**src/rtl/keypad_scan_4x4.sv**
```systemverilog
// 4x4 matrix keypad scanner: walks one active-low row per tick, debounces
// the active-low column reading and emits one key event per press.
module keypad_scan_4x4 #(
    parameter int TICK_CYCLES    = 100_000,
    parameter int DEBOUNCE_TICKS = 8
) (
    input  logic       clock,
    input  logic       reset,
    output logic [3:0] row,
    input  logic [3:0] col,
    output logic       key_valid,
    output logic [3:0] key_code,
    output logic       key_held
);

    localparam int CW = (TICK_CYCLES > 1) ? $clog2(TICK_CYCLES) : 1;
    localparam int DW = (DEBOUNCE_TICKS > 1) ? $clog2(DEBOUNCE_TICKS) : 1;
    localparam logic [CW-1:0] TICK_MAX = CW'(TICK_CYCLES - 1);
    localparam logic [DW-1:0] DEB_PRESS = DW'(DEBOUNCE_TICKS - 1);
    localparam logic [DW-1:0] DEB_REL = DW'(DEBOUNCE_TICKS - 2);

    localparam logic [1:0] S_SCAN = 2'd0;
    localparam logic [1:0] S_DEB  = 2'd1;
    localparam logic [1:0] S_HELD = 2'd2;
    localparam logic [1:0] S_REL  = 2'd3;

    logic [CW-1:0] cnt_q, cnt_d;
    logic [3:0]    col_m_q, col_s_q;
    logic [1:0]    state_q, state_d;
    logic [1:0]    row_idx_q, row_idx_d;
    logic [3:0]    col_l_q, col_l_d;
    logic [DW-1:0] deb_cnt_q, deb_cnt_d;
    logic          key_valid_q, key_valid_d;
    logic [3:0]    key_code_q, key_code_d;
    logic          key_held_q, key_held_d;
    logic          tick;
    logic          one_low;
    logic          all_high;
    logic [1:0]    col_idx;

    assign row       = ~(4'b0001 << row_idx_q);
    assign key_valid = key_valid_q;
    assign key_code  = key_code_q;
    assign key_held  = key_held_q;

    always_comb begin
        tick     = (cnt_q == TICK_MAX);
        cnt_d    = tick ? '0 : cnt_q + 1'b1;
        all_high = (col_s_q == 4'hF);
        case (col_s_q)
            4'b1110, 4'b1101, 4'b1011, 4'b0111: one_low = 1'b1;
            default:                            one_low = 1'b0;
        endcase
        case (col_l_q)
            4'b1101: col_idx = 2'd1;
            4'b1011: col_idx = 2'd2;
            4'b0111: col_idx = 2'd3;
            default: col_idx = 2'd0;
        endcase
    end

    always_comb begin
        state_d     = state_q;
        row_idx_d   = row_idx_q;
        col_l_d     = col_l_q;
        deb_cnt_d   = deb_cnt_q;
        key_valid_d = 1'b0;
        key_code_d  = key_code_q;
        key_held_d  = key_held_q;
        if (tick) begin
            case (state_q)
                S_SCAN: begin
                    if (one_low) begin
                        col_l_d   = col_s_q;
                        deb_cnt_d = '0;
                        state_d   = S_DEB;
                    end else begin
                        row_idx_d = row_idx_q + 2'd1;
                    end
                end
                S_DEB: begin
                    if (col_s_q == col_l_q) begin
                        if (deb_cnt_q == DEB_PRESS) begin
                            key_valid_d = 1'b1;
                            key_code_d  = {row_idx_q, col_idx};
                            key_held_d  = 1'b1;
                            state_d     = S_HELD;
                        end else begin
                            deb_cnt_d = deb_cnt_q + 1'b1;
                        end
                    end else begin
                        row_idx_d = row_idx_q + 2'd1;
                        state_d   = S_SCAN;
                    end
                end
                S_HELD: begin
                    if (all_high) begin
                        deb_cnt_d = '0;
                        state_d   = S_REL;
                    end
                end
                default: begin
                    // The HELD->RELEASE tick already counted as one released sample.
                    if (!all_high) begin
                        state_d = S_HELD;
                    end else if (deb_cnt_q == DEB_REL) begin
                        key_held_d = 1'b0;
                        row_idx_d  = row_idx_q + 2'd1;
                        state_d    = S_SCAN;
                    end else begin
                        deb_cnt_d = deb_cnt_q + 1'b1;
                    end
                end
            endcase
        end
    end

    always_ff @(posedge clock or negedge reset) begin
        if (!reset) begin
            cnt_q       <= '0;
            col_m_q     <= 4'hF;
            col_s_q     <= 4'hF;
            state_q     <= S_SCAN;
            row_idx_q   <= 2'd0;
            col_l_q     <= 4'hF;
            deb_cnt_q   <= '0;
            key_valid_q <= 1'b0;
            key_code_q  <= 4'd0;
            key_held_q  <= 1'b0;
        end else begin
            cnt_q       <= cnt_d;
            col_m_q     <= col;
            col_s_q     <= col_m_q;
            state_q     <= state_d;
            row_idx_q   <= row_idx_d;
            col_l_q     <= col_l_d;
            deb_cnt_q   <= deb_cnt_d;
            key_valid_q <= key_valid_d;
            key_code_q  <= key_code_d;
            key_held_q  <= key_held_d;
        end
    end

endmodule

```
**config.mk**
```make
export PLATFORM = sky130hd
export DESIGN_NAME = keypad_scan_4x4
export DESIGN_NICKNAME = d
export VERILOG_FILES = /design/src/rtl/keypad_scan_4x4.sv
export SDC_FILE = /design/constraint.sdc
export NUM_CORES = 1
export LEC_CHECK = 0
export ABC_AREA = 0
export BUFFER_PORTS_ARGS = -buffer_cell sky130_fd_sc_hd__buf_4
export CORE_ASPECT_RATIO = 0.9
export CORE_MARGIN = 10
export CORE_UTILIZATION = 60
export DETAILED_ROUTE_END_ITERATION = 16
export PLACE_DENSITY = 0.86
export SYNTH_ARGS = -nofsm -noshare
export SYNTH_HDL_FRONTEND = slang
export SYNTH_SLANG_ARGS = --single-unit
export TNS_END_PERCENT = 30
```
**constraint.sdc**
```tcl
create_clock -name clock -period 3.8 [get_ports clock]
set_clock_uncertainty 0.2 [all_clocks]
set_input_delay 0.76 -clock clock [delete_from_list [all_inputs] [get_ports clock]]
set_output_delay 0.76 -clock clock [all_outputs]
set_load 0.1 [all_outputs]
```
==> results by group, run 1 <==
Run status
  – Status: complete, no violations

Synthesis
  – Synth Register Bits: 42
  – Top_reg_cell synth: dfrtp_1
  – Post-synthesis sequential area ratio: 50.15%
  – Synthesized cell area: 2126 um2
  – Post-synth EDFFs: 0
  – Syn Area/Cell: 11.43 um2
  – YS warnings: 0
  – Post-Synthesis Cells: 186
  – Synth cell types: 38
  – Synth async-reset ratio: 100.0%
  – Post-Syn Nets: 204

Critical path
  – Startpoint type of the worst setup path: flip-flop
  – R2R depth: 6
  – Worst EP required: 3.78 ns
  – R2R setup slack: 1.41 ns
  – CP bufs+invs: 0
  – Critical R2R Launch: cnt_q[0]$_DFF_PN0_
  – Worst Setup Path Type: reg2reg
  – Max FO, Critical Path: 13
  – Crit path capture type: flip-flop
  – FF-to-FF End: deb_cnt_q[1]$_DFFE_PN0P_
  – Slowest cell delay on critical path: 0.39 ns
  – Crit-path cells: ha_1 > and4_1 > and4b_4 > o311ai_4 > nor3_4 > mux2_1
  – Delay-heaviest family, CP: simple AND/OR/NAND/NOR gates
  – CP max stage cell: dfrtp_1
  – Critical Path AT: 2.37 ns

Layout
  – Finished Cell Area: 2359 um2
  – Seq. cell area: 1066 um2
  – Layout area overhead: 10.95%
  – Multi-input logic area: 988.4 um2
  – Fin util: 69.30%
  – Layout fillers: 260
  – Final #Nets: 223
  – Inserted Diodes: 0
  – Share of layout cells above drive strength 1: 23.30%

Timing
  – Setup violators final: 0
  – RSZ-0062 raised after global routing: false
  – Tmin final: 2.389 ns
  – Final Max Tran Viols: 0
  – Fmax: 418.6 MHz
  – Tightest Pin Transition: 0.5363 ns
  – Crit share post-route: 62.86%
  – Final setup TNS: 0 ns
  – Hold Vio Cnt, Final: 0
  – Max_slew headroom: 63.78%

CTS
  – Hold buffer count at CTS: 0
  – Register clock-pin slew on the reported worst setup and hold paths: 0.07 ns
  – H-tree Lvls: 2
  – Total CTS buffers: 5
  – Max Buffers Root-to-Sink: 2
  – Post-CTS setup buffer count: 0
  – Clock Latency Late Sink: 0.29 ns
  – Post-CTS resize count: 0
  – Root Driver: clkbuf_8
  – Clk sinks: 42
  – CTS tree: yes

Global routing
  – Largest net degree at the start of global routing: 43
  – Antenna violations before repair: 0
  – Remaining global-route overflow: 0
  – First-pass GRT wire length: 6610 um
  – Vias in the first global route: 1442
  – All-Layer GR Usage: 13.14%

Floorplanning
  – Starting Density: 62.46%
  – Area of the core: 3403 um2
  – Num ports: 16
  – Row count: 20
  – DIE WIDTH: 82.74 um
  – DIE AREA: 6327 um2
  – Die height: 76.47 um

Detailed routing
  – Post-route ant nets: 0
  – Vias: 1406
  – DRC: 0
  – Routed WL: 3852 um
  – Average wire per standard cell: 15.41 um
  – Vias per cell: 5.624
  – Iteration-0 DRC count of the detailed router: 70
  – Drt first pass iters: 4

Worst hold path
  – Endpoint, Worst Hold: col_s_q[2]$_DFF_PN1_
  – Min-Delay Startpoint: col_m_q[2]$_DFF_PN1_
  – Hold Path Stages: 0
  – Hold WC Path Type: reg2reg

Placed design
  – Hpwl dp: 2923 um
  – Port Buffers: 15
  – Gp weighted congestion: 0.8242
  – Placed Area: 2278 um2

Power
  – VDD IR-drop max: 0.2417 mV
  – P per Cell Area: 316.4 nW/um2
  – Leakage: 1.057 nW

Run
  – Max-cap violation count: 0
[flip-flops by register name, indices dropped and copies added, names as in the netlist, 2 cells and up]
register   cells
state_q        2
row_idx_q      2
deb_cnt_q      3
key_code       4
cnt_q         17
col_l_q        4
col_m_q        4
col_s_q        4
[stage by stage]
step | power, W | cells | setup WS [ns] | hold slack [ns]
6_report | 0.0007463 | 250 | 1.411 | 0.1578
5_1_grt | 0.0007787 | 250 | 1.280 | 0.1664
4_1_cts | 0.0007534 | 250 | 1.400 | 0.1600
3_5_place_dp | 0.0004883 | 242 | 1.425 | 0.1497
3_3_place_gp | 0.0004872 | 242 | 1.493 | 0.1487
2_1_floorplan | 0.0004734 | 186 | 1.619 | 0.1452
[area by class of cell]
| type | instances | area share (%) |
|---|---|---|
| multi-input cells | 126 | 41.91 |
| flip-flops and latches | 42 | 45.20 |
| inverters | 15 | 2.387 |
| well taps | 44 | 2.334 |
| repair buffers | 15 | 4.775 |
| clock buffers | 8 | 3.395 |
[routing by layer]
layer | global-route usage, % | vias up | routed length [um]
met5 | 0 | - | 0
met4 | 5.351 | 0 | 58
met3 | 4.127 | 8 | 259
met2 | 20.60 | 43 | 1820
met1 | 16.03 | 680 | 1714
li1 | - | 675 | -
[worst reg2reg max path: cells and delay by family (launching register included)]
kind,cells,cell delay [ns]
muxes,1,0.35
DFF,1,0.39
adders and majority gates,1,0.22
and+or+nand+nor,3,0.98
AOI/OAI and AO/OA,1,0.15
[synth_stat cells (3+ instances only)]
cell type   n  area [um2]
xnor2_1    10       87.58
xor2_1     13       113.9
dfrtp_1    30       750.7
dfstp_2    12       315.3
inv_1      15       56.30
and4_1      4       35.03
o21ai_0     5       25.02
nor2_1     12       45.04
nand4_1     5       31.28
ha_1       12       150.1
nand2_1    13       48.80
nand3_1    12       60.06
nor3_1      3       15.01
mux2_2      7       78.83
mux2i_1     3       30.03
[cells by family (layout without fill, tap and decap cells)]
kind of cell    count (synthesis)  after routing  synth area share, %
buf+inv                        18             38                3.355
mux                            12             12                6.357
fa+ha+maj                      12             12                7.063
flops                          42             42                50.15
simple gates                   63             63                17.60
xor+xnor                       23             23                9.476
compound gates                 16             16                6.004
[worst max-delay path by stage]
stage,start,to,slack (ns),cells after the start
floorplan,row_idx_q[0]$_DFFE_PN0P_,row[0],1.62,3
global placement,cnt_q[0]$_DFF_PN0_,deb_cnt_q[1]$_DFFE_PN0P_,1.49,6
detailed placement,cnt_q[0]$_DFF_PN0_,deb_cnt_q[1]$_DFFE_PN0P_,1.43,6
CTS,cnt_q[0]$_DFF_PN0_,deb_cnt_q[1]$_DFFE_PN0P_,1.40,6
global route,cnt_q[0]$_DFF_PN0_,deb_cnt_q[1]$_DFFE_PN0P_,1.28,6
finish,cnt_q[0]$_DFF_PN0_,deb_cnt_q[1]$_DFFE_PN0P_,1.41,6
[placed cells by master (no fill, tap or decap), types with 2 or more instances in the layout]
| master | Yosys | final |
|---|---|---|
| dfstp_2 | 12 | 12 |
| nor4b_1 | 2 | 2 |
| clkbuf_1 | 2 | 3 |
| inv_1 | 15 | 15 |
| dfrtp_1 | 30 | 30 |
| clkbuf_8 | 0 | 5 |
| nand3_1 | 12 | 12 |
| nor4_2 | 2 | 2 |
| nor2_1 | 12 | 12 |
| ha_1 | 12 | 12 |
| a211oi_2 | 2 | 2 |
| o21ai_1 | 2 | 2 |
| o21ai_0 | 5 | 5 |
| mux2_2 | 7 | 7 |
| and4_1 | 4 | 4 |
| buf_4 | 1 | 15 |
| xor2_1 | 13 | 13 |
| nand2_1 | 13 | 13 |
| nor3_1 | 3 | 3 |
| mux2i_1 | 3 | 3 |
| nor2b_1 | 2 | 2 |
| nand4_1 | 5 | 5 |
| a21oi_1 | 2 | 2 |
| xnor2_1 | 10 | 10 |
[power breakdown]
part	switching, W	leakage [nW]	internal, W
clock	0.000136	0.0395	0.000130
sequential	0.00000446	0.530	0.000455
combinational	0.0000134	0.488	0.00000668
Power figures use the tool's default switching activity.
==> inputs of run 2 (changes only) <==
Settings changed: CORE_UTILIZATION 60 to 59, PLACE_DENSITY 0.86 to 0.84.
Clock period 3.8 ns to 2.4 ns, I/O delays scaled along.
==> run 2 against run 1 <==
Utilization rose by 1.0 points. Via count rose by 2.6%. Design area rose by 2.2%. Cell count rose by 1.6%. Routed wire length rose by 2.9%. Non-clock buffer count rose by 4. Sequential cell count did not move. Die area rose by 1.3%. Critical path depth did not move. Fmax rose by 3.8%. Hold slack got worse by 0.066 ns. Critical path type unchanged.
==> results by group, run 2 (synthesized netlist as in run 1, its figures left out) <==
Timing
  – Tmin final: 2.302 ns
  – Final hold slack: 0.09186 ns
  – Hold Vio Cnt, Final: 0
  – Max_slew headroom: 59.65%
  – Final Max Tran Viols: 0
  – Setup violators final: 0
  – Fmax: 434.4 MHz
  – Tightest Pin Transition: 0.5968 ns
  – RSZ-0062 raised after global routing: false
  – Final setup TNS: 0 ns
  – Crit share post-route: 95.91%

Global routing
  – Remaining global-route overflow: 0
  – Vias in the first global route: 1532
  – First-pass GRT wire length: 6982 um
  – All-Layer GR Usage: 13.21%
  – Largest net degree at the start of global routing: 43
  – Antenna violations before repair: 0

Layout
  – Largest register FFs: 17
  – Multi-input logic area: 997.2 um2
  – Final #Nets: 227
  – Share of layout cells above drive strength 1: 25.71%
  – Fin util: 70.33%
  – Most frequent cells in the layout: dfrtp_1, buf_4, inv_1, nand2_1, xor2_1
  – Inserted Diodes: 0
  – Layout area overhead: 13.42%
  – Most flops, register: cnt_q
  – Commonest non-fill, non-tap cell in the layout: dfrtp_1
  – Layout fillers: 238
  – Seq. cell area: 1066 um2

Detailed routing
  – Post-route ant nets: 0
  – Vias per cell: 5.677
  – Drt first pass iters: 4
  – DRC: 0
  – Average wire per standard cell: 15.61 um
  – Vias: 1442
  – Routed WL: 3964 um
  – Iteration-0 DRC count of the detailed router: 191

CTS
  – Post-CTS setup buffer count: 0
  – Clock Latency Late Sink: 0.29 ns
  – Max Buffers Root-to-Sink: 2
  – Clk sinks: 42
  – Total CTS buffers: 5
  – Root Driver: clkbuf_8
  – Register clock-pin slew on the reported worst setup and hold paths: 0.08 ns
  – H-tree Lvls: 2
  – CTS tree: yes

Power
  – VDD IR-drop max: 0.4583 mV
  – Power, Total: 0.001218 W
  – Leakage: 1.085 nW
  – P per Cell Area: 505.0 nW/um2

Critical path
  – Worst Setup Path Type: reg2reg
  – Delay-heaviest family, CP: simple AND/OR/NAND/NOR gates
  – Startpoint type of the worst setup path: flip-flop
  – Slowest cell delay on critical path: 0.39 ns
  – Crit-path cells: ha_1 > and4_2 > and4b_4 > o311ai_4 > nor3_4 > mux2_1
  – Crit path capture type: flip-flop
  – CP max stage cell: dfrtp_1
  – Worst EP required: 2.37 ns
  – Max FO, Critical Path: 6
  – CP bufs+invs: 0
  – Critical Path AT: 2.27 ns

Floorplanning
  – Row count: 20
  – Num ports: 16
  – Starting Density: 62.01%
  – Die height: 76.95 um
  – DIE AREA: 6407 um2
  – Area of the core: 3428 um2
  – DIE WIDTH: 83.27 um

Run
  – Max-cap violation count: 0

Placed design
  – Hpwl dp: 3037 um
  – Port Buffers: 15
  – Gp weighted congestion: 0.8728

Worst hold path
  – Hold WC Path Type: in2reg

Run status
  – Status: complete, no violations
-- run 2: cell count changes in the layout (fill, tap and decap cells not counted), sizes merged --
cell,before,now
buf,15,18
clkbuf,8,7
clkinv,0,1
dlygate4sd3,0,1
-- run 2: timing repair --
item | 4_1_cts | 5_1_grt
hold buffers | 1 | 0
endpoints found under the setup margin | 0 | 2
hold endpoints to repair | 30 | 0
resized for setup | 0 | 2
-- run 2: cell type report --
type	count	share of cell area [%]
Clock buffer	7	3.581
Clock inverter	1	0.2076
Inverter	15	2.335
Multi-Input combinational cell	126	41.36
Sequential cell	42	44.21
Tap cell	44	2.283
Timing Repair Buffer	19	6.020
-- run 2: power breakdown --
part | switching (W) | internal [W]
Clock | 0.000225 | 0.000232
Combinational | 0.0000217 | 0.0000122
Sequential | 0.00000636 | 0.000720
Total | 0.000253 | 0.000964
-- run 2: metal layers --
layer | up-vias | wire, um | GRT usage [%]
met5 | - | 0 | 0
met4 | 0 | 91 | 6.293
met3 | 12 | 209 | 4.541
met2 | 49 | 1985 | 21.99
met1 | 700 | 1678 | 14.79
li1 | 681 | - | -
-- run 2: worst paths after layout --
| kind | startpoint | end | slack (ns) | depth (start not counted) |
|---|---|---|---|---|
| setup reg to reg | cnt_q[0]$_DFF_PN0_ | deb_cnt_q[1]$_DFFE_PN0P_ | 0.1 | 6 |
| max in group asynchronous | reset | col_l_q[3]$_DFFE_PN1P_ | 1.13 | 2 |
| hold reg to reg | col_m_q[3]$_DFF_PN1_ | col_s_q[3]$_DFF_PN1_ | 0.16 | 0 |
| setup / recovery | cnt_q[0]$_DFF_PN0_ | deb_cnt_q[1]$_DFFE_PN0P_ | 0.1 | 6 |
| min in group asynchronous | reset | cnt_q[8]$_DFF_PN0_ | 0.51 | 2 |
| hold / removal | col[3] | col_m_q[3]$_DFF_PN1_ | 0.09 | 1 |
-- run 2: metrics by stage --
step	cell area, um2	setup WS, ns	cells
5_1_grt	2411	0.01830	254
4_1_cts	2402	0.05615	254
2_1_floorplan	2126	0.2532	186
3_3_place_gp	2301	0.1455	245
3_5_place_dp	2301	0.06102	245
6_report	2411	0.09812	254
-- run 2: worst reg2reg max path, stage by stage (launching register included) --
cell and delay (ns):
dfrtp_1 0.39, ha_1 0.23, and4_2 0.31, and4b_4 0.31, o311ai_4 0.14, nor3_4 0.25
mux2_1 0.37
==> inputs of run 3 (changes only) <==
Settings changed: PLACE_DENSITY 0.84 to 0.86, SKIP_CTS_REPAIR_TIMING set to 1, TNS_END_PERCENT 30 to unset.
==> run 3 against run 2 <==
Non-clock buffer count rose by 1. Total power fell by 3.2%. First-iteration DRC count shrank 13%. Sequential cell count unchanged. Critical path depth unchanged. Critical endpoint is now state_q[1]$_DFFE_PN0P_.
==> results by group, run 3 (synthesized netlist as in run 1, its figures left out) <==
Placed design
  – Placed Area: 2301 um2
  – Hpwl dp: 2892 um
  – Port Buffers: 15
  – Pre-CTS WS: 0.1011 ns
  – Placed insts: 245
  – Gp weighted congestion: 0.8774

Critical path
  – Startpoint type of the worst setup path: flip-flop
  – R2R setup slack: 0.06 ns
  – Crit path capture type: flip-flop
  – Max FO, Critical Path: 6
  – Critical Path AT: 2.31 ns
  – Worst Setup Path Type: reg2reg
  – Worst EP required: 2.38 ns

Detailed routing
  – Vias per cell: 5.606
  – Iteration-0 DRC count of the detailed router: 167
  – Average wire per standard cell: 15.33 um
  – Drt first pass iters: 4
  – Post-route ant nets: 0
  – Vias: 1424
  – DRC: 0
  – Routed WL: 3893 um

Power
  – Leakage: 1.081 nW
  – P per Cell Area: 491.8 nW/um2
  – VDD IR-drop max: 0.3964 mV

Floorplanning
  – Num ports: 16
  – Starting Density: 62.01%
  – Row count: 20
  – Area of the core: 3428 um2
  – DIE AREA: 6407 um2
  – Die height: 76.95 um
  – DIE WIDTH: 83.27 um

CTS
  – Clk sinks: 42
  – CTS tree: yes
  – Register clock-pin slew on the reported worst setup and hold paths: 0.07 ns
  – Total CTS buffers: 5
  – Root Driver: clkbuf_8
  – H-tree Lvls: 2
  – Clock Latency Late Sink: 0.30 ns
  – Max Buffers Root-to-Sink: 2

Global routing
  – First-pass GRT wire length: 6927 um
  – Remaining global-route overflow: 0
  – Antenna violations before repair: 0
  – Vias in the first global route: 1524
  – Largest net degree at the start of global routing: 43
  – All-Layer GR Usage: 12.87%

Layout
  – Share of layout cells above drive strength 1: 25.24%
  – Commonest non-fill, non-tap cell in the layout: dfrtp_1
  – Layout area overhead: 12.71%
  – Layout fillers: 252
  – Largest register FFs: 17
  – Inserted Diodes: 0
  – Finished Cell Area: 2396 um2
  – Final #Nets: 228
  – Most frequent cells in the layout: dfrtp_1, buf_4, inv_1, nand2_1, xor2_1
  – Most flops, register: cnt_q
  – Finished Layout Cells: 254
  – Fin util: 69.89%

Worst hold path
  – Hold WC Path Type: in2reg

Timing
  – Setup violators final: 0
  – Tightest Pin Transition: 0.5373 ns
  – Crit share post-route: 97.45%
  – Hold Vio Cnt, Final: 0
  – Fmax: 427.6 MHz
  – Tmin final: 2.339 ns
  – Max_slew headroom: 63.71%
  – Final worst slack: 0.06125 ns
  – Final Max Tran Viols: 0

Run
  – Max-cap violation count: 0

Run status
  – Status: complete, no violations
run 3: per-stage QoR:
step           setup TNS, ns  power (W)  hold WS (ns)
2_1_floorplan              0  0.0007496      -0.01559
3_3_place_gp               0  0.0007710        0.1454
3_5_place_dp               0  0.0007740        0.1490
4_1_cts                    0   0.001184      -0.02345
5_1_grt            -0.006407   0.001231       0.07872
6_report                   0   0.001178       0.09378
run 3: final timing paths:
| check | start | to | depth (start not counted) |
|---|---|---|---|
| worst max-delay path | cnt_q[0]$_DFF_PN0_ | state_q[1]$_DFFE_PN0P_ | 6 |
| worst max register to register | cnt_q[0]$_DFF_PN0_ | state_q[1]$_DFFE_PN0P_ | 6 |
| max in group asynchronous | reset | col_s_q[3]$_DFF_PN1_ | 2 |
| worst min-delay path | col[2] | col_m_q[2]$_DFF_PN1_ | 1 |
| worst min register to register | col_m_q[2]$_DFF_PN1_ | col_s_q[2]$_DFF_PN1_ | 0 |
| min in group asynchronous | reset | cnt_q[1]$_DFF_PN0_ | 2 |
run 3: layer usage:
layer | share of wire, % | track usage, % | routed length (um)
met5 | 0 | 0 | 0
met1 | 45 | 14.87 | 1762
met2 | 48 | 21.68 | 1865
met4 | 1.9 | 4.932 | 74
met3 | 4.9 | 4.013 | 190
run 3: cell type report:
type / instances / area (um2) / area share [%]
sequential: 42 / 1066 / 44.49
tap: 44 / 55.05 / 2.298
multi-input combinational: 126 / 989.7 / 41.31
inverter: 15 / 56.30 / 2.350
timing repair buffer: 20 / 152.6 / 6.371
clock buffer: 7 / 76.32 / 3.185
run 3: worst max-delay path: stages (launching register included):
cell      delay, ns
dfrtp_1        0.39
ha_1           0.22
and4_2         0.31
and4b_4        0.31
o311ai_4       0.13
a211oi_2       0.33
mux2_4         0.33
run 3: power by group:
part | internal, W | switching [W]
logic | 0.0000121 | 0.0000217
clock network | 0.000200 | 0.000217
registers | 0.000721 | 0.00000711
